==> src/rtl/dcache_pkg.sv <==
// Shared definitions for the set-associative write-through data cache.
//   state_t    : controller states
//   addr_index : set index field of a byte address (low index_w bits)
//   addr_tag   : tag field of a byte address (bits above the index)
// Callers pass the address zero-extended to 32 bits and narrow the result
// with a cast, which keeps the helpers independent of ADDR_W.
package dcache_pkg;

  typedef enum logic [2:0] {
    S_IDLE,
    S_LOOKUP,
    S_BUS_WAIT,
    S_MEM,
    S_RESP
  } state_t;

  function automatic logic [31:0] addr_index(input logic [31:0] addr, input int index_w);
    return addr & ((32'd1 << index_w) - 32'd1);
  endfunction

  function automatic logic [31:0] addr_tag(input logic [31:0] addr, input int index_w);
    return addr >> index_w;
  endfunction

endpackage

==> src/rtl/set_assoc_dcache_if.sv <==
// Core-side and memory-bus-side signals of the data cache.
//   slave  : the cache's view (takes core requests, drives the memory bus)
//   master : the environment's view (core, arbiter and memory)
// Signals:
//   core_req/core_rw/core_addr/core_wdata  core request, held until core_ack
//   flush                                  invalidate all lines (IDLE only)
//   core_ack/core_rdata/core_hit           completion pulse, read data, lookup result
//   flush_done                             one-cycle pulse after a flush
//   bus_req/bus_grant                      bus arbitration
//   mem_valid/mem_rw/mem_addr/mem_wdata    memory command
//   mem_ready/mem_rdata                    memory completion and fill data
interface set_assoc_dcache_if #(
  parameter int ADDR_W = 9,
  parameter int DATA_W = 8
);
  logic              core_req;
  logic              core_rw;
  logic [ADDR_W-1:0] core_addr;
  logic [DATA_W-1:0] core_wdata;
  logic              flush;
  logic              core_ack;
  logic [DATA_W-1:0] core_rdata;
  logic              core_hit;
  logic              flush_done;
  logic              bus_req;
  logic              bus_grant;
  logic              mem_valid;
  logic              mem_rw;
  logic [ADDR_W-1:0] mem_addr;
  logic [DATA_W-1:0] mem_wdata;
  logic              mem_ready;
  logic [DATA_W-1:0] mem_rdata;

  modport slave (
    input  core_req, core_rw, core_addr, core_wdata, flush,
    input  bus_grant, mem_ready, mem_rdata,
    output core_ack, core_rdata, core_hit, flush_done,
    output bus_req, mem_valid, mem_rw, mem_addr, mem_wdata
  );

  modport master (
    output core_req, core_rw, core_addr, core_wdata, flush,
    output bus_grant, mem_ready, mem_rdata,
    input  core_ack, core_rdata, core_hit, flush_done,
    input  bus_req, mem_valid, mem_rw, mem_addr, mem_wdata
  );
endinterface

==> src/rtl/dcache_way.sv <==
// One way of the cache: valid bits, tag array and data array.
// Ports:
//   clk, reset     clock; synchronous active-high reset clears valid bits only
//   i_inv_all      clear every valid bit this cycle
//   i_rd_idx       combinational lookup index -> o_valid, o_tag, o_data
//   i_wr_en        write tag/data at i_wr_idx and mark the line valid
//   i_wr_idx, i_wr_tag, i_wr_data
module dcache_way #(
  parameter int SETS    = 16,
  parameter int INDEX_W = 4,
  parameter int TAG_W   = 5,
  parameter int DATA_W  = 8
) (
  input  logic               clk,
  input  logic               reset,
  input  logic               i_inv_all,
  input  logic [INDEX_W-1:0] i_rd_idx,
  output logic               o_valid,
  output logic [TAG_W-1:0]   o_tag,
  output logic [DATA_W-1:0]  o_data,
  input  logic               i_wr_en,
  input  logic [INDEX_W-1:0] i_wr_idx,
  input  logic [TAG_W-1:0]   i_wr_tag,
  input  logic [DATA_W-1:0]  i_wr_data
);

  logic [SETS-1:0]   r_valid;
  logic [TAG_W-1:0]  r_tag  [SETS];
  logic [DATA_W-1:0] r_data [SETS];

  always_ff @(posedge clk) begin
    if (reset || i_inv_all) begin
      r_valid <= '0;
    end else if (i_wr_en) begin
      r_valid[i_wr_idx] <= 1'b1;
    end
  end

  // Tag and data storage carry no reset; valid bits alone qualify them.
  always_ff @(posedge clk) begin
    if (i_wr_en) begin
      r_tag[i_wr_idx]  <= i_wr_tag;
      r_data[i_wr_idx] <= i_wr_data;
    end
  end

  assign o_valid = r_valid[i_rd_idx];
  assign o_tag   = r_tag[i_rd_idx];
  assign o_data  = r_data[i_rd_idx];

endmodule

==> src/rtl/set_assoc_dcache.sv <==
// Write-through, read-allocate / no-write-allocate data cache with WAYS-way
// set associativity (WAYS = 1 or 2), per-set LRU bit and single-cycle flush.
// Ports:
//   clk    clock
//   reset  synchronous active-high; aborts any transaction in flight
//   bus    set_assoc_dcache_if.slave: core request/response, flush, bus
//          arbitration and memory handshake
// Flow: IDLE -> LOOKUP -> RESP (read hit)
//                      -> BUS_WAIT -> MEM -> RESP (read miss, any write)
module set_assoc_dcache
  import dcache_pkg::*;
#(
  parameter int ADDR_W = 9,
  parameter int DATA_W = 8,
  parameter int SETS   = 16,
  parameter int WAYS   = 2
) (
  input  logic              clk,
  input  logic              reset,
  set_assoc_dcache_if.slave bus
);

  localparam int INDEX_W = $clog2(SETS);
  localparam int TAG_W   = ADDR_W - INDEX_W;

  state_t            r_state;
  logic              r_rw;
  logic [ADDR_W-1:0] r_addr;
  logic [DATA_W-1:0] r_wdata;
  logic              r_hit;
  logic              r_victim;
  logic [SETS-1:0]   r_lru;

  logic              r_core_ack;
  logic [DATA_W-1:0] r_core_rdata;
  logic              r_core_hit;
  logic              r_flush_done;
  logic              r_bus_req;
  logic              r_mem_valid;
  logic              r_mem_rw;
  logic [ADDR_W-1:0] r_mem_addr;
  logic [DATA_W-1:0] r_mem_wdata;

  logic [INDEX_W-1:0] w_idx;
  logic [TAG_W-1:0]   w_tag;
  logic [WAYS-1:0]    w_valid;
  logic [WAYS-1:0]    w_hit_vec;
  logic [WAYS-1:0]    w_wr_en;
  logic [TAG_W-1:0]   w_way_tag  [WAYS];
  logic [DATA_W-1:0]  w_way_data [WAYS];
  logic               w_hit;
  logic               w_hit_way;
  logic [DATA_W-1:0]  w_hit_data;
  logic               w_victim;
  logic               w_found;
  logic               w_inv_all;
  logic               w_wr_hit;
  logic               w_fill;
  logic [DATA_W-1:0]  w_wr_data;

  // The latched request address drives the lookup for the whole transaction.
  assign w_idx = INDEX_W'(addr_index(32'(r_addr), INDEX_W));
  assign w_tag = TAG_W'(addr_tag(32'(r_addr), INDEX_W));

  // Array updates are suppressed under reset so an aborted fill leaves no trace.
  assign w_inv_all = !reset && (r_state == S_IDLE) && bus.flush;
  assign w_wr_hit  = !reset && (r_state == S_LOOKUP) && r_rw && w_hit;
  assign w_fill    = !reset && (r_state == S_MEM) && r_mem_valid && bus.mem_ready && !r_rw;
  assign w_wr_data = w_fill ? bus.mem_rdata : r_wdata;
  assign w_hit     = |w_hit_vec;

  always_comb begin
    w_hit_vec  = '0;
    w_hit_way  = 1'b0;
    w_hit_data = '0;
    w_victim   = 1'b0;
    w_found    = 1'b0;
    w_wr_en    = '0;
    for (int w = 0; w < WAYS; w++) begin
      w_hit_vec[w] = w_valid[w] && (w_way_tag[w] == w_tag);
      if (w_hit_vec[w]) begin
        w_hit_way  = 1'(w);
        w_hit_data = w_way_data[w];
      end
      // Lowest-numbered invalid way wins before LRU is consulted.
      if (!w_found && !w_valid[w]) begin
        w_victim = 1'(w);
        w_found  = 1'b1;
      end
    end
    if (!w_found && (WAYS > 1)) begin
      w_victim = r_lru[w_idx];
    end
    for (int w = 0; w < WAYS; w++) begin
      w_wr_en[w] = (w_wr_hit && w_hit_vec[w]) || (w_fill && (r_victim == 1'(w)));
    end
  end

  for (genvar g = 0; g < WAYS; g++) begin : g_way
    dcache_way #(
      .SETS    (SETS),
      .INDEX_W (INDEX_W),
      .TAG_W   (TAG_W),
      .DATA_W  (DATA_W)
    ) u_way (
      .clk       (clk),
      .reset     (reset),
      .i_inv_all (w_inv_all),
      .i_rd_idx  (w_idx),
      .o_valid   (w_valid[g]),
      .o_tag     (w_way_tag[g]),
      .o_data    (w_way_data[g]),
      .i_wr_en   (w_wr_en[g]),
      .i_wr_idx  (w_idx),
      .i_wr_tag  (w_tag),
      .i_wr_data (w_wr_data)
    );
  end

  always_ff @(posedge clk) begin
    if (reset) begin
      r_state      <= S_IDLE;
      r_lru        <= '0;
      r_core_ack   <= 1'b0;
      r_core_rdata <= '0;
      r_core_hit   <= 1'b0;
      r_flush_done <= 1'b0;
      r_bus_req    <= 1'b0;
      r_mem_valid  <= 1'b0;
      r_mem_rw     <= 1'b0;
      r_mem_addr   <= '0;
      r_mem_wdata  <= '0;
    end else begin
      r_core_ack   <= 1'b0;
      r_flush_done <= 1'b0;
      case (r_state)
        S_IDLE: begin
          if (bus.flush) begin
            r_lru        <= '0;
            r_flush_done <= 1'b1;
          end else if (bus.core_req) begin
            r_rw    <= bus.core_rw;
            r_addr  <= bus.core_addr;
            r_wdata <= bus.core_wdata;
            r_state <= S_LOOKUP;
          end
        end
        S_LOOKUP: begin
          r_hit    <= w_hit;
          r_victim <= w_victim;
          // LRU bit names the way that was not just touched.
          if (w_hit && (WAYS > 1)) begin
            r_lru[w_idx] <= ~w_hit_way;
          end
          if (!r_rw && w_hit) begin
            r_core_rdata <= w_hit_data;
            r_core_hit   <= 1'b1;
            r_core_ack   <= 1'b1;
            r_state      <= S_RESP;
          end else begin
            r_bus_req <= 1'b1;
            r_state   <= S_BUS_WAIT;
          end
        end
        S_BUS_WAIT: begin
          if (bus.bus_grant) begin
            r_mem_valid <= 1'b1;
            r_mem_rw    <= r_rw;
            r_mem_addr  <= r_addr;
            r_mem_wdata <= r_wdata;
            r_state     <= S_MEM;
          end
        end
        S_MEM: begin
          if (bus.mem_ready) begin
            r_bus_req   <= 1'b0;
            r_mem_valid <= 1'b0;
            r_core_ack  <= 1'b1;
            r_state     <= S_RESP;
            if (r_rw) begin
              r_core_hit <= r_hit;
            end else begin
              r_core_hit   <= 1'b0;
              r_core_rdata <= bus.mem_rdata;
              if (WAYS > 1) begin
                r_lru[w_idx] <= ~r_victim;
              end
            end
          end
        end
        S_RESP: begin
          r_state <= S_IDLE;
        end
        default: begin
          r_state <= S_IDLE;
        end
      endcase
    end
  end

  assign bus.core_ack   = r_core_ack;
  assign bus.core_rdata = r_core_rdata;
  assign bus.core_hit   = r_core_hit;
  assign bus.flush_done = r_flush_done;
  assign bus.bus_req    = r_bus_req;
  assign bus.mem_valid  = r_mem_valid;
  assign bus.mem_rw     = r_mem_rw;
  assign bus.mem_addr   = r_mem_addr;
  assign bus.mem_wdata  = r_mem_wdata;

endmodule

==> src/flat_wrapper.sv <==
// flat-port wrapper written by rule: the top's interface ports become plain ports
module set_assoc_dcache_flat import dcache_pkg::*;
#(
  parameter int ADDR_W = 9,
  parameter int DATA_W = 8,
  parameter int SETS   = 16,
  parameter int WAYS   = 2
)
  (clk, reset, bus_core_req, bus_core_rw, bus_core_addr, bus_core_wdata, bus_flush, bus_bus_grant, bus_mem_ready, bus_mem_rdata, bus_core_ack, bus_core_rdata, bus_core_hit, bus_flush_done, bus_bus_req, bus_mem_valid, bus_mem_rw, bus_mem_addr, bus_mem_wdata);
  set_assoc_dcache_if #(.ADDR_W(ADDR_W), .DATA_W(DATA_W)) bus_i ();
  input  logic clk;
  input  logic reset;
  input wire logic [$bits(bus_i.core_req)-1:0] bus_core_req;
  input wire logic [$bits(bus_i.core_rw)-1:0] bus_core_rw;
  input wire logic [$bits(bus_i.core_addr)-1:0] bus_core_addr;
  input wire logic [$bits(bus_i.core_wdata)-1:0] bus_core_wdata;
  input wire logic [$bits(bus_i.flush)-1:0] bus_flush;
  input wire logic [$bits(bus_i.bus_grant)-1:0] bus_bus_grant;
  input wire logic [$bits(bus_i.mem_ready)-1:0] bus_mem_ready;
  input wire logic [$bits(bus_i.mem_rdata)-1:0] bus_mem_rdata;
  output wire logic [$bits(bus_i.core_ack)-1:0] bus_core_ack;
  output wire logic [$bits(bus_i.core_rdata)-1:0] bus_core_rdata;
  output wire logic [$bits(bus_i.core_hit)-1:0] bus_core_hit;
  output wire logic [$bits(bus_i.flush_done)-1:0] bus_flush_done;
  output wire logic [$bits(bus_i.bus_req)-1:0] bus_bus_req;
  output wire logic [$bits(bus_i.mem_valid)-1:0] bus_mem_valid;
  output wire logic [$bits(bus_i.mem_rw)-1:0] bus_mem_rw;
  output wire logic [$bits(bus_i.mem_addr)-1:0] bus_mem_addr;
  output wire logic [$bits(bus_i.mem_wdata)-1:0] bus_mem_wdata;
  assign bus_i.core_req = bus_core_req;
  assign bus_i.core_rw = bus_core_rw;
  assign bus_i.core_addr = bus_core_addr;
  assign bus_i.core_wdata = bus_core_wdata;
  assign bus_i.flush = bus_flush;
  assign bus_i.bus_grant = bus_bus_grant;
  assign bus_i.mem_ready = bus_mem_ready;
  assign bus_i.mem_rdata = bus_mem_rdata;
  assign bus_core_ack = bus_i.core_ack;
  assign bus_core_rdata = bus_i.core_rdata;
  assign bus_core_hit = bus_i.core_hit;
  assign bus_flush_done = bus_i.flush_done;
  assign bus_bus_req = bus_i.bus_req;
  assign bus_mem_valid = bus_i.mem_valid;
  assign bus_mem_rw = bus_i.mem_rw;
  assign bus_mem_addr = bus_i.mem_addr;
  assign bus_mem_wdata = bus_i.mem_wdata;
  set_assoc_dcache #(.ADDR_W(ADDR_W), .DATA_W(DATA_W), .SETS(SETS), .WAYS(WAYS)) u_core (.clk(clk), .reset(reset), .bus(bus_i));
endmodule
==> config.mk <==
export PLATFORM = sky130hd
export DESIGN_NAME = set_assoc_dcache_flat
export DESIGN_NICKNAME = d
export VERILOG_FILES = /design/src/rtl/dcache_pkg.sv /design/src/rtl/set_assoc_dcache_if.sv /design/src/rtl/dcache_way.sv /design/src/rtl/set_assoc_dcache.sv /design/src/flat_wrapper.sv
export SDC_FILE = /design/constraint.sdc
export NUM_CORES = 1
export LEC_CHECK = 0
export CORE_AREA = 2 2 208 210
export CTS_BUF_LIST = sky130_fd_sc_hd__clkbuf_4 sky130_fd_sc_hd__clkbuf_8
export DETAILED_ROUTE_END_ITERATION = 7
export DIE_AREA = 0 0 210 212
export GPL_TIMING_DRIVEN = 0
export PLACE_DENSITY_LB_ADDON = 0.1
export RECOVER_POWER = 50
export REMOVE_ABC_BUFFERS = 1
export SLEW_MARGIN = 20
export SYNTH_ARGS = -nofsm -noshare
export SYNTH_HDL_FRONTEND = slang
export SYNTH_SLANG_ARGS = --single-unit
export TNS_END_PERCENT = 20
==> constraint.sdc <==
create_clock -name clk -period 4.55 [get_ports clk]
set_input_delay 0.455 -clock clk [delete_from_list [all_inputs] [get_ports clk]]
set_output_delay 0.455 -clock clk [all_outputs]
set_load 0.02 [all_outputs]
==> flow_summary.toml, run 1 <==
[synthesis]
leading_cell_types_by_total_area_after_synthesis = "edfxtp_1, mux4_2, dfxtp_1"
ys_seq_elements = 522
post_synth_inst_count = 1191
yosysTopAreaCellShare_pct = 62.8
netlist_area_um2 = 20900
ys_dominant_reg_cell = "edfxtp_1"
ys_seq_area_share_pct = 71.0
post_synth_num_cell_types = 57
synth.avg_cell_area_um2 = 17.5
synthArstFlopShare_pct = 0
synth-warning-count = 0
post-synth-top-area-cell = "edfxtp_1"
edff_count_synth = 436

[worst_setup_path]
crit_buf_inv = 2
crit_path_cell_trace = "inv_2, buf_16, mux4_2, xnor2_1, nor4b_1, o2111ai_4, a2bb2oi_4, nor2_4"
timing.rr.end = "u_core.g_way[1].u_way.r_tag[7][1]"
critical_path_class = "reg2reg"
ff2ff_setup_slack_ns = 0.22
critical_path_arrival_ns = 4.57
rr_worst_depth = 8
required_time_at_the_worst_slack_endpoint_ns = 4.79
worst_path_dominant_cell_family = "simple AND/OR/NAND/NOR gates"
critical_path_peak_fanout = 19
critical_path.startpoint_type = "register"
largest_incremental_delay_on_the_critical_path_ns = 0.71
critical_path.slowest_cell = "nor2_4"
worstSetupEndpointType = "register"

[floorplan]
io-pin-count = 63
initial_core_util_pct = 49.1
die_height_um = 212
row_count = 76
die_area_um2 = 44500
die_x_um = 210
coreArea_um2 = 42500

[grt]
grt_pass1_wl_mm = 74.7
antenna_found_initial = 0
total_routing_usage_gr_pct = 23.3
overflow_left_after_global_routing = 0
first_global_vias = 11300
grt_start_max_net_pins = 45

[hold_path]
min-delay-path-class = "in2reg"
min_path_cells = 2
min_to = "u_core.r_lru[5]"
min_from = "reset"

[cells_and_area]
layout.cell_area.non_filler_um2 = 24400
layout.core_utilization_pct = 57.5
instances_no_fill = 1931
design.final.nets = 1350
area_delta_synth_final_pct = 17.1
fillerInstances = 3266
drive_above_1_share_pct = 24.7

[power_and_ir_drop]
power.static_leakage_nw = 8.02
total_power_mw = 9.72
pwr_density_cell_nw_per_um2 = 398
total_switching_power_mw = 2.16
cell_internal_pwr_mw = 7.56
sw_share_pct = 22.2
pwr-share-comb_pct = 6.0
sequentialPowerShare_pct = 53.7
peak_ir_drop_on_the_vdd_network_mv = 0.268
p_clk_share_pct = 40.4

[placement]
io_buffers = 62
preCtsSetupSlack_ns = -0.831
dpl.cell_count = 1752
routabilityCongestion = 0.855
detailed_place.area_um2 = 22400
hpwl_mm = 30.2

[route]
routed_via_density = 5.88
wl_per_cell_um = 26.4
vias = 11400
final_wl_mm = 51.0
drt-initial-drc-count = 1054
drc_errors = 0
route.antenna.remaining_nets = 0
dr.pass1.iters = 5

[timing]
count_of_final_hold_check_violations = 0
slew_viol_final = 0
clock.fmax_ghz = 0.231
fin_skew_ns = 0.0183
worst_slack_ns = 0.224
final_period_minus_worst_setup_slack_ns = 4.33
worst_slew_pin_slew_ns = 1.16
finalSetupViolations = 0
grt_setup_unrepaired = "false"
max_slew_margin_pct = 22.7
finalCritPeriodShare_pct = 95.1

[clocking]
cts_hold_bufs = 0
clock_sinks = 522
cts-root-buf = "clkbuf_8"
clk_transition_reported_paths_ns = 0.06
clk-insertion-delay-late_ns = 0.63
cts_max_path_buffers = 3
cts_inserted_buffers = 85
cts.htree.levels = 3
clock_tree_from_tritoncts = "yes"

[flow_run]
drv_cap = 0

[run_status]
status = "finished, final reports clean"
-- cell usage after synthesis, drive strengths merged (6+ instances only) --
library cell  count
edfxtp          436
mux4            118
nand2           114
dfxtp            86
mux2i            51
nor2             48
clkbuf           36
buf              33
o21a             33
a21oi            28
nor2b            20
o21ai            17
a211oi           13
inv              13
nand3            12
o22ai            12
and3             10
nor4b             9
o31ai             9
a41oi             8
or3               8
xnor2             8
a22o              7
a22oi             7
nor3              7
a31oi             6
o2111ai           6
-- flip-flops by register name, indices dropped and copies added, names as in the netlist, named ones only --
signal                      flops
u_core.bus.mem_addr             9
u_core.r_lru                   16
u_core.bus.core_rdata           8
u_core.r_wdata                  8
u_core.g_way.u_way.r_data     256
u_core.g_way.u_way.r_tag      160
u_core.r_addr                   9
u_core.bus.flush_done           1
u_core.bus.core_hit             1
u_core.r_hit                    1
u_core.bus.mem_wdata            8
u_core.bus.bus_req              1
u_core.r_rw                     1
u_core.g_way.u_way.r_valid     32
u_core.bus.mem_valid            1
u_core.bus.core_ack             1
u_core.r_state                  3
u_core.r_victim                 1
u_core.bus.mem_rw               1
-- cell families after synthesis --
| logic type | count (synthesis) | synth area share (%) |
|---|---|---|
| flip-flops | 522 | 71.0 |
| AND/OR/NAND/NOR | 243 | 5.73 |
| multiplexers | 169 | 15.2 |
| AO/OA/AOI/OAI | 165 | 5.69 |
| buffers and inverters | 84 | 1.99 |
| XOR/XNOR | 8 | 0.372 |
-- final cells by class --
| cell class | count | area, µm² | area share (%) |
|---|---|---|---|
| flip-flops and latches | 522 | 14800 | 60.7 |
| clock buffers | 121 | 1470 | 6.02 |
| repair buffers | 109 | 1390 | 5.68 |
| inverters | 15 | 57.6 | 0.236 |
| diodes | 1 | 2.50 | 0.0102 |
| well taps | 546 | 683 | 2.80 |
| clock inverters | 32 | 171 | 0.702 |
| multi-input cells | 585 | 5830 | 23.9 |
-- per-stage QoR --
stage	setup TNS [ns]	hold slack, ns
2_1_floorplan	-1117.17	0.432
3_5_place_dp	-226.34	0.447
6_report	0	0.342
3_3_place_gp	-3079.21	0.440
4_1_cts	0	0.277
5_1_grt	0	0.304
-- worst max-delay path by stage --
stage                  start                            endpoint  slack, ns  depth (start not counted)
floorplan           register  u_core.g_way[0].u_way.r_data[3][0]      -2.73                          7
global placement    register   u_core.g_way[0].u_way.r_tag[2][1]      -7.13                          7
detailed placement  register   u_core.g_way[0].u_way.r_tag[3][4]      -0.83                         10
CTS                 register  u_core.g_way[0].u_way.r_tag[14][0]      0.001                          9
global route        register   u_core.g_way[0].u_way.r_tag[3][4]       0.03                         10
finish              register   u_core.g_way[1].u_way.r_tag[7][1]       0.22                          8
-- power by group through the flow --
stage	Combinational [mW]	Sequential, mW	Clock [mW]
finish	0.580	5.22	3.93
detailed placement	0.570	5.33	0
global route	0.622	5.22	4.24
global placement	0.507	5.40	0
floorplan	0.326	5.36	0
CTS	0.582	5.22	4.02
-- cells in the final DEF, fill, tap and decap left out, types with 6 or more instances in the layout --
cell type / instances
o21a_1: 33
nor4b_1: 9
o21ai_0: 9
clkbuf_4: 31
a22o_1: 7
edfxtp_1: 436
xnor2_1: 7
a22oi_1: 7
inv_1: 10
nor2b_1: 19
mux2i_1: 51
clkinv_1: 23
a211oi_1: 13
buf_16: 9
nand2_1: 114
buf_12: 17
and3_1: 10
buf_4: 6
a41oi_1: 8
nor2_4: 28
o21ai_1: 8
mux4_2: 117
dlygate4sd3_1: 49
clkdlybuf4s50_1: 12
or3_1: 8
o22ai_1: 12
a21oi_1: 27
o31ai_1: 9
clkbuf_1: 6
clkbuf_8: 90
a31oi_1: 6
nor2_1: 15
dfxtp_1: 82
nor3_1: 7
nand3_1: 12
-- metal layers --
layer,part of all wire (%),global-route usage (%),wire length [µm]
met5,0,0,0
met4,2.2,7.73,1150
met3,6.0,3.90,3080
met2,48,36.8,24500
met1,44,33.5,22300
-- timing repair --
item / CTS / global route
setup endpoints to repair: 687 / 501
pin swaps: 10 / 7
buffers inserted: 11 / 11
gates resized for setup: 7 / 4
Power figures use the tool's default switching activity.
==> run 2: changes to the inputs <==
--- a/config.mk
+++ b/config.mk
@@ -9,7 +9,7 @@
 export CTS_BUF_LIST = sky130_fd_sc_hd__clkbuf_4 sky130_fd_sc_hd__clkbuf_8
 export DETAILED_ROUTE_END_ITERATION = 7
 export DIE_AREA = 0 0 210 212
-export GPL_TIMING_DRIVEN = 0
+export MAX_ROUTING_LAYER = met4
 export PLACE_DENSITY_LB_ADDON = 0.1
 export RECOVER_POWER = 50
 export REMOVE_ABC_BUFFERS = 1
==> run 2 against run 1 <==
Net effect:
- the run now ends with capacitance limit, slew limit left
- worst hold slack better by 0.096 ns
- clock-buffer cell count up 9
- cell area down 2.1%
- utilization down 1.2 points
- sequential share of layout area up 1.3 points
- critical path depth down 1
- non-clock buffer count up 8
- global-route usage up 1.7 points
- sequential power about the same
- critical path type unchanged
==> flow_summary.toml, run 2 (synthesis gave the netlist of run 1 again) <==
[clocking]
clock_sinks = 522
cts_inserted_buffers = 85
cts_max_path_buffers = 3
clk-insertion-delay-late_ns = 0.64
clock_tree_from_tritoncts = "yes"
clk_transition_reported_paths_ns = 0.06
cts_setup_buffers = 0
post_cts_resize_count = 0
cts.htree.levels = 3
cts_hold_bufs = 0
cts-root-buf = "clkbuf_8"

[floorplan]
die_area_um2 = 44500
initial_core_util_pct = 49.1
row_count = 76
die_x_um = 210
coreArea_um2 = 42500
io-pin-count = 63
die_height_um = 212

[power_and_ir_drop]
peak_ir_drop_on_the_vdd_network_mv = 0.253
total_power_mw = 9.88
pwr-share-comb_pct = 5.9
total_switching_power_mw = 2.21
sw_share_pct = 22.3
power.static_leakage_nw = 7.95
p_clk_share_pct = 41.3
cell_internal_pwr_mw = 7.68
sequentialPowerShare_pct = 52.8
pwr_density_cell_nw_per_um2 = 413

[cells_and_area]
regMostFlops = "u_core.g_way.u_way.r_data"
commonest_cells_after_routing_fill_and_taps_aside = "edfxtp_1, mux4_2, nand2_1"
top_regs = "u_core.g_way.u_way.r_data (256), u_core.g_way.u_way.r_tag (160), u_core.g_way.u_way.r_valid (32)"
layout.cells.most_common = "edfxtp_1"
multiInputGateArea_um2 = 5640
area_delta_synth_final_pct = 14.7
largest_register_ff_count = 256
design.final.nets = 1358
drive_above_1_share_pct = 23.7
layout.core_utilization_pct = 56.3
fillerInstances = 3309
layout.area.seq_um2 = 14800

[timing]
final_period_minus_worst_setup_slack_ns = 4.01
grt_setup_unrepaired = "false"
finalSetupViolations = 0
max_slew_margin_pct = -22.4
fin_setup_tns_ns = 0
slew_viol_final = 66
finalCritPeriodShare_pct = 88.1
worst_slew_pin_slew_ns = 1.84
clock.fmax_ghz = 0.249
fin_skew_ns = 0.0312
count_of_final_hold_check_violations = 0

[worst_setup_path]
required_time_at_the_worst_slack_endpoint_ns = 4.79
rr_worst_depth = 7
setup.worst_path.end = "u_core.g_way[0].u_way.r_data[15][4]"
critical_path_arrival_ns = 4.25
timing.rr.end = "u_core.g_way[0].u_way.r_data[15][4]"
critical_path.startpoint_type = "register"
ff2ff_setup_slack_ns = 0.54
critical_path_class = "reg2reg"
worstSetupEndpointType = "register"
critical_path_peak_fanout = 28

[grt]
global_route.usage.met1_pct = 32.7
grt.met2_usage_pct = 39.9
first_global_vias = 11500
grt_start_max_net_pins = 42
grt-busiest-layer = "met2"
total_routing_usage_gr_pct = 25.1
global_route.usage.met3_pct = 5.17
overflow_left_after_global_routing = 0
antenna_found_initial = 2
grt_pass1_wl_mm = 76.8

[placement]
routabilityCongestion = 0.903
io_buffers = 62
hpwl_mm = 33.0

[route]
wl_per_cell_um = 27.3
dr.pass1.iters = 6
route.antenna.remaining_nets = 0
final_wl_mm = 52.9
routed_via_density = 5.93
vias = 11500
drt-initial-drc-count = 1164
drc_errors = 0

[run_status]
violations = "capacitance limit, slew limit"
status = "finished, violations left"

[hold_path]
min-delay-path-class = "in2reg"
min_from = "bus_core_wdata[0]"

[flow_run]
drv_cap = 2
==> run 2: cell types whose count changed in the layout (fill, tap and decap cells not counted), sizes merged <==
cell	change
clkbuf	+16
clkinv	-8
clkinvlp	-3
dlygate4sd3	+1
inv	+2
==> run 2: worst min path at each step <==
stage / endpoint / slack (ns) / depth (start not counted)
2_1_floorplan: u_core.r_lru[10] / 0.43 / 2
3_5_place_dp: u_core.bus.mem_addr[8] / 0.45 / 2
4_1_cts: u_core.r_wdata[0] / 0.32 / 1
6_report: u_core.r_wdata[0] / 0.44 / 1
3_3_place_gp: u_core.r_lru[9] / 0.44 / 2
5_1_grt: u_core.r_addr[6] / 0.42 / 1
==> run 2: layout make-up <==
type / instances / area share (%)
Sequential cell: 522 / 62.0
Multi-Input combinational cell: 585 / 23.6
Clock buffer: 130 / 6.56
Timing Repair Buffer: 117 / 4.17
Tap cell: 546 / 2.86
Clock inverter: 23 / 0.607
Inverter: 15 / 0.235
Antenna cell: 1 / 0.0105
==> run 2: power by group through the flow <==
stage | logic (mW) | registers [mW] | clock network [mW]
after CTS | 0.594 | 5.22 | 4.17
after global routing | 0.621 | 5.22 | 4.37
after global placement | 0.590 | 5.32 | 0
final | 0.581 | 5.22 | 4.08
after detailed placement | 0.593 | 5.32 | 0
after floorplan | 0.326 | 5.36 | 0
==> run 2: stage by stage <==
stage | cells | worst slack, ns | area [µm²] | hold WS, ns
global placement | 1785 | 0.521 | 22300 | 0.439
floorplan | 1122 | -2.73 | 20500 | 0.432
CTS | 1938 | 0.482 | 24000 | 0.319
global route | 1938 | 0.382 | 23900 | 0.421
detailed placement | 1785 | 0.481 | 22300 | 0.447
finish | 1939 | 0.540 | 23900 | 0.438
==> run 2: routing by layer <==
layer / routed length [µm] / vias to the layer above / part of all wire (%)
li1: - / 5054 / -
met1: 22200 / 5955 / 42
met2: 26000 / 395 / 49
met3: 3510 / 85 / 6.6
met4: 1150 / 0 / 2.2
met5: 0 / - / 0
==> run 2: worst max-delay path, stage by stage, from the launching register on <==
cell and delay, ns:
dfxtp_4 0.66, nor2b_1 0.46, a22o_1 0.26, nor4_1 0.07, o41ai_2 0.54, o2111ai_1 0.32
o41a_4 0.70, nor2_4 0.56
==> run 3: changes to the inputs <==
--- a/config.mk
+++ b/config.mk
@@ -5,10 +5,10 @@
 export SDC_FILE = /design/constraint.sdc
 export NUM_CORES = 1
 export LEC_CHECK = 0
-export CORE_AREA = 2 2 208 210
+export CORE_AREA = 2 2 263 265
 export CTS_BUF_LIST = sky130_fd_sc_hd__clkbuf_4 sky130_fd_sc_hd__clkbuf_8
 export DETAILED_ROUTE_END_ITERATION = 7
-export DIE_AREA = 0 0 210 212
+export DIE_AREA = 0 0 265 267
 export MAX_ROUTING_LAYER = met4
 export PLACE_DENSITY_LB_ADDON = 0.1
 export RECOVER_POWER = 50
@@ -16,5 +16,6 @@
 export SLEW_MARGIN = 20
 export SYNTH_ARGS = -nofsm -noshare
 export SYNTH_HDL_FRONTEND = slang
+export SYNTH_HIERARCHICAL = 1
 export SYNTH_SLANG_ARGS = --single-unit
 export TNS_END_PERCENT = 20
==> constraint.sdc (replaced) <==
create_clock -name clk -period 4.55 [get_ports clk]
set_input_delay 1.1375 -clock clk [delete_from_list [all_inputs] [get_ports clk]]
set_output_delay 1.1375 -clock clk [all_outputs]
set_load 0.02 [all_outputs]
==> run 3 against run 2 <==
Net effect:
- the run still ends with capacitance limit, slew limit left
- non-clock buffer count up 24
- clock skew hardly changed
- global-route usage is 8.8 points lower
- utilization shrank 21 points
- sequential power down 1%
- via count decreased by 5.3%
- die area grew 59%
- cell area is 0.27% higher
- sequential share of layout area fell by 0.55 points
- clock power increased by 1%
- critical path type unchanged
- largest power group unchanged
==> flow_summary.toml, run 3 <==
[timing]
finalCritPeriodShare_pct = 90.6
max_slew_margin_pct = -30.5
grt_setup_unrepaired = "false"
finalSetupViolations = 0
final_period_minus_worst_setup_slack_ns = 4.12
count_of_final_hold_check_violations = 0
fin_setup_tns_ns = 0
worst_slack_ns = 0.429
worst_slew_pin_slew_ns = 1.96
clock.fmax_ghz = 0.243
fin_skew_ns = 0.0315
slew_viol_final = 35

[grt]
total_routing_usage_gr_pct = 16.3
grt_pass1_wl_mm = 80.2
overflow_left_after_global_routing = 0
first_global_vias = 11500
grt_start_max_net_pins = 43
antenna_found_initial = 3

[power_and_ir_drop]
power.static_leakage_nw = 7.69
total_power_mw = 9.66
peak_ir_drop_on_the_vdd_network_mv = 0.169
pwr_density_cell_nw_per_um2 = 403

[worst_setup_path]
critical_path.startpoint_type = "register"
critical_path_peak_fanout = 20
rr_worst_depth = 12
critical_path_class = "reg2reg"
ff2ff_setup_slack_ns = 0.43
required_time_at_the_worst_slack_endpoint_ns = 4.89
critical_path_arrival_ns = 4.46
worstSetupEndpointType = "register"

[floorplan]
row_count = 96
die_area_um2 = 70800
die_x_um = 265
coreArea_um2 = 68000
io-pin-count = 63
die_height_um = 267
initial_core_util_pct = 29.6

[synthesis]
ys_seq_area_share_pct = 73.2
edff_count_synth = 436
leading_cell_types_by_total_area_after_synthesis = "edfxtp_1, mux4_2, dfxtp_1"
dominant_combinational_cell_family_by_area_after_synthesis = "multiplexers"
netlist_area_um2 = 20100
post_synth_inst_count = 1082
yosys-top-cells-count = "edfxtp_1, mux4_2, nand2_1"
ys_seq_elements = 518
synth_mux_area_share_pct = 13.8
synthXorXnorAreaFrac_pct = 0.435
synthArstFlopShare_pct = 0
post_synth_num_cell_types = 52
synth_compound_area_share_pct = 6.52
ys_dominant_reg_cell = "edfxtp_1"
synth-warning-count = 6
post-synth-top-area-cell = "edfxtp_1"
synth.avg_cell_area_um2 = 18.6
yosys.area_share.simple_pct = 4.44
synth_most_common_cell = "edfxtp_1"
synth_adder_area_share_pct = 0
yosysTopAreaCellShare_pct = 65.0

[hold_path]
min-delay-path-class = "reg2reg"
min_path_cells = 2

[cells_and_area]
largest_register_ff_count = 256
layout.cell_area.non_filler_um2 = 24000
regMostFlops = "u_core/g_way.u_way/r_data"
top_regs = "u_core/g_way.u_way/r_data (256), u_core/g_way.u_way/r_tag (160), u_core/g_way.u_way/r_valid (32)"
layout.core_utilization_pct = 35.3
design.final.nets = 1290
area_delta_synth_final_pct = 19.2
layout.cells.most_common = "edfxtp_1"
drive_above_1_share_pct = 25.3
commonest_cells_after_routing_fill_and_taps_aside = "edfxtp_1, mux4_2, clkbuf_8"

[route]
drt-initial-drc-count = 900
wl_per_cell_um = 24.8
drc_errors = 0
final_wl_mm = 55.0
route.antenna.remaining_nets = 0
dr.pass1.iters = 6
routed_via_density = 4.91
vias = 10900

[clocking]
cts_max_path_buffers = 3
clock_sinks = 518
cts.htree.levels = 3
cts_setup_buffers = 0
clock_tree_from_tritoncts = "yes"
clk-insertion-delay-late_ns = 0.67
cts_inserted_buffers = 88
cts-root-buf = "clkbuf_8"
clk_transition_reported_paths_ns = 0.06

[placement]
hpwl_mm = 33.9
routabilityCongestion = 0.773
preCtsSetupSlack_ns = 0.277
io_buffers = 62
detailed_place.area_um2 = 22300

[run_status]
violations = "capacitance limit, slew limit"
status = "finished, violations left"

[flow_run]
drv_cap = 1
-- run 3: changes by cell type after synthesis, sizes merged, moves of 9 or more --
cell,previous run,this run
nor2,48,35
o22ai,12,1
clkbuf,36,22
o211ai,2,16
inv,13,4
nor2b,20,9
o21ai,17,27
nor4b,9,0
a22oi,7,56
mux2i,51,0
nand2,114,83
a211oi,13,2
-- run 3: path summary, 6_finish.rpt --
check	from	end
worst max-delay path	u_core/r_addr[0]	u_core/g_way[1].u_way/r_data[12][5]
worst min register to register	u_core/bus.mem_wdata[1]	u_core/bus.mem_wdata[1]
worst min-delay path	u_core/bus.mem_wdata[1]	u_core/bus.mem_wdata[1]
worst max register to register	u_core/r_addr[0]	u_core/g_way[1].u_way/r_data[12][5]
-- run 3: routing by layer --
| metal | up-vias | wire (µm) | track usage (%) |
|---|---|---|---|
| met5 | - | 0 | - |
| met4 | 0 | 1090 | 5.31 |
| met3 | 67 | 2590 | 2.89 |
| met2 | 274 | 25800 | 25.3 |
| met1 | 5724 | 25600 | 21.7 |
| li1 | 4811 | - | - |
-- run 3: report_power, final --
| part | switching (mW) | internal, mW | leakage, nW |
|---|---|---|---|
| registers | 0.0149 | 5.13 | 4.58 |
| logic | 0.251 | 0.141 | 2.18 |
| clock network | 1.86 | 2.26 | 0.932 |
| total | 2.12 | 7.54 | 7.69 |
-- run 3: repair_timing --
| action | in CTS | in global routing |
|---|---|---|
| resized for setup | 0 | 1 |
| hold buffers | 0 | 0 |
| setup endpoints to repair | 0 | 64 |
-- run 3: cell type report --
class / instances / area (µm²)
Multi-Input combinational cell: 505 / 5150
Antenna cell: 4 / 10.0
Fill cell: 6446 / 44000
Sequential cell: 518 / 14700
Clock buffer: 135 / 1620
Inverter: 4 / 15.0
Clock inverter: 28 / 121
Timing Repair Buffer: 141 / 1240
Tap cell: 882 / 1100
-- run 3: cell families (layout without fill, tap and decap cells) --
| group | Yosys count | after routing |
|---|---|---|
| and+or+nand+nor | 186 | 186 |
| DFF | 518 | 518 |
| buffers and inverters | 59 | 308 |
| xor gates and xnor gates | 10 | 10 |
| AOI/OAI and AO/OA | 184 | 184 |
| muxes | 125 | 125 |
| other | 0 | 4 |
-- run 3: worst max-delay path, cell delays in order (launching register included) --
cell and delay [ns]:
edfxtp_1 0.38, buf_12 0.21, mux4_1 0.58, a22oi_1 0.29, nand2_1 0.10, xnor2_1 0.21
nand4_1 0.27, nor3_4 0.25, nand3_1 0.08, o21ai_0 0.23, or3b_2 0.55, nor2_1 0.33
buf_4 0.29
-- run 3: through the flow --
stage               hold WS [ns]  cells
finish                     0.450   2217
global route               0.467   2214
CTS                        0.456   2213
detailed placement         0.448   2050
global placement           0.442   2050
floorplan                  0.435   1027
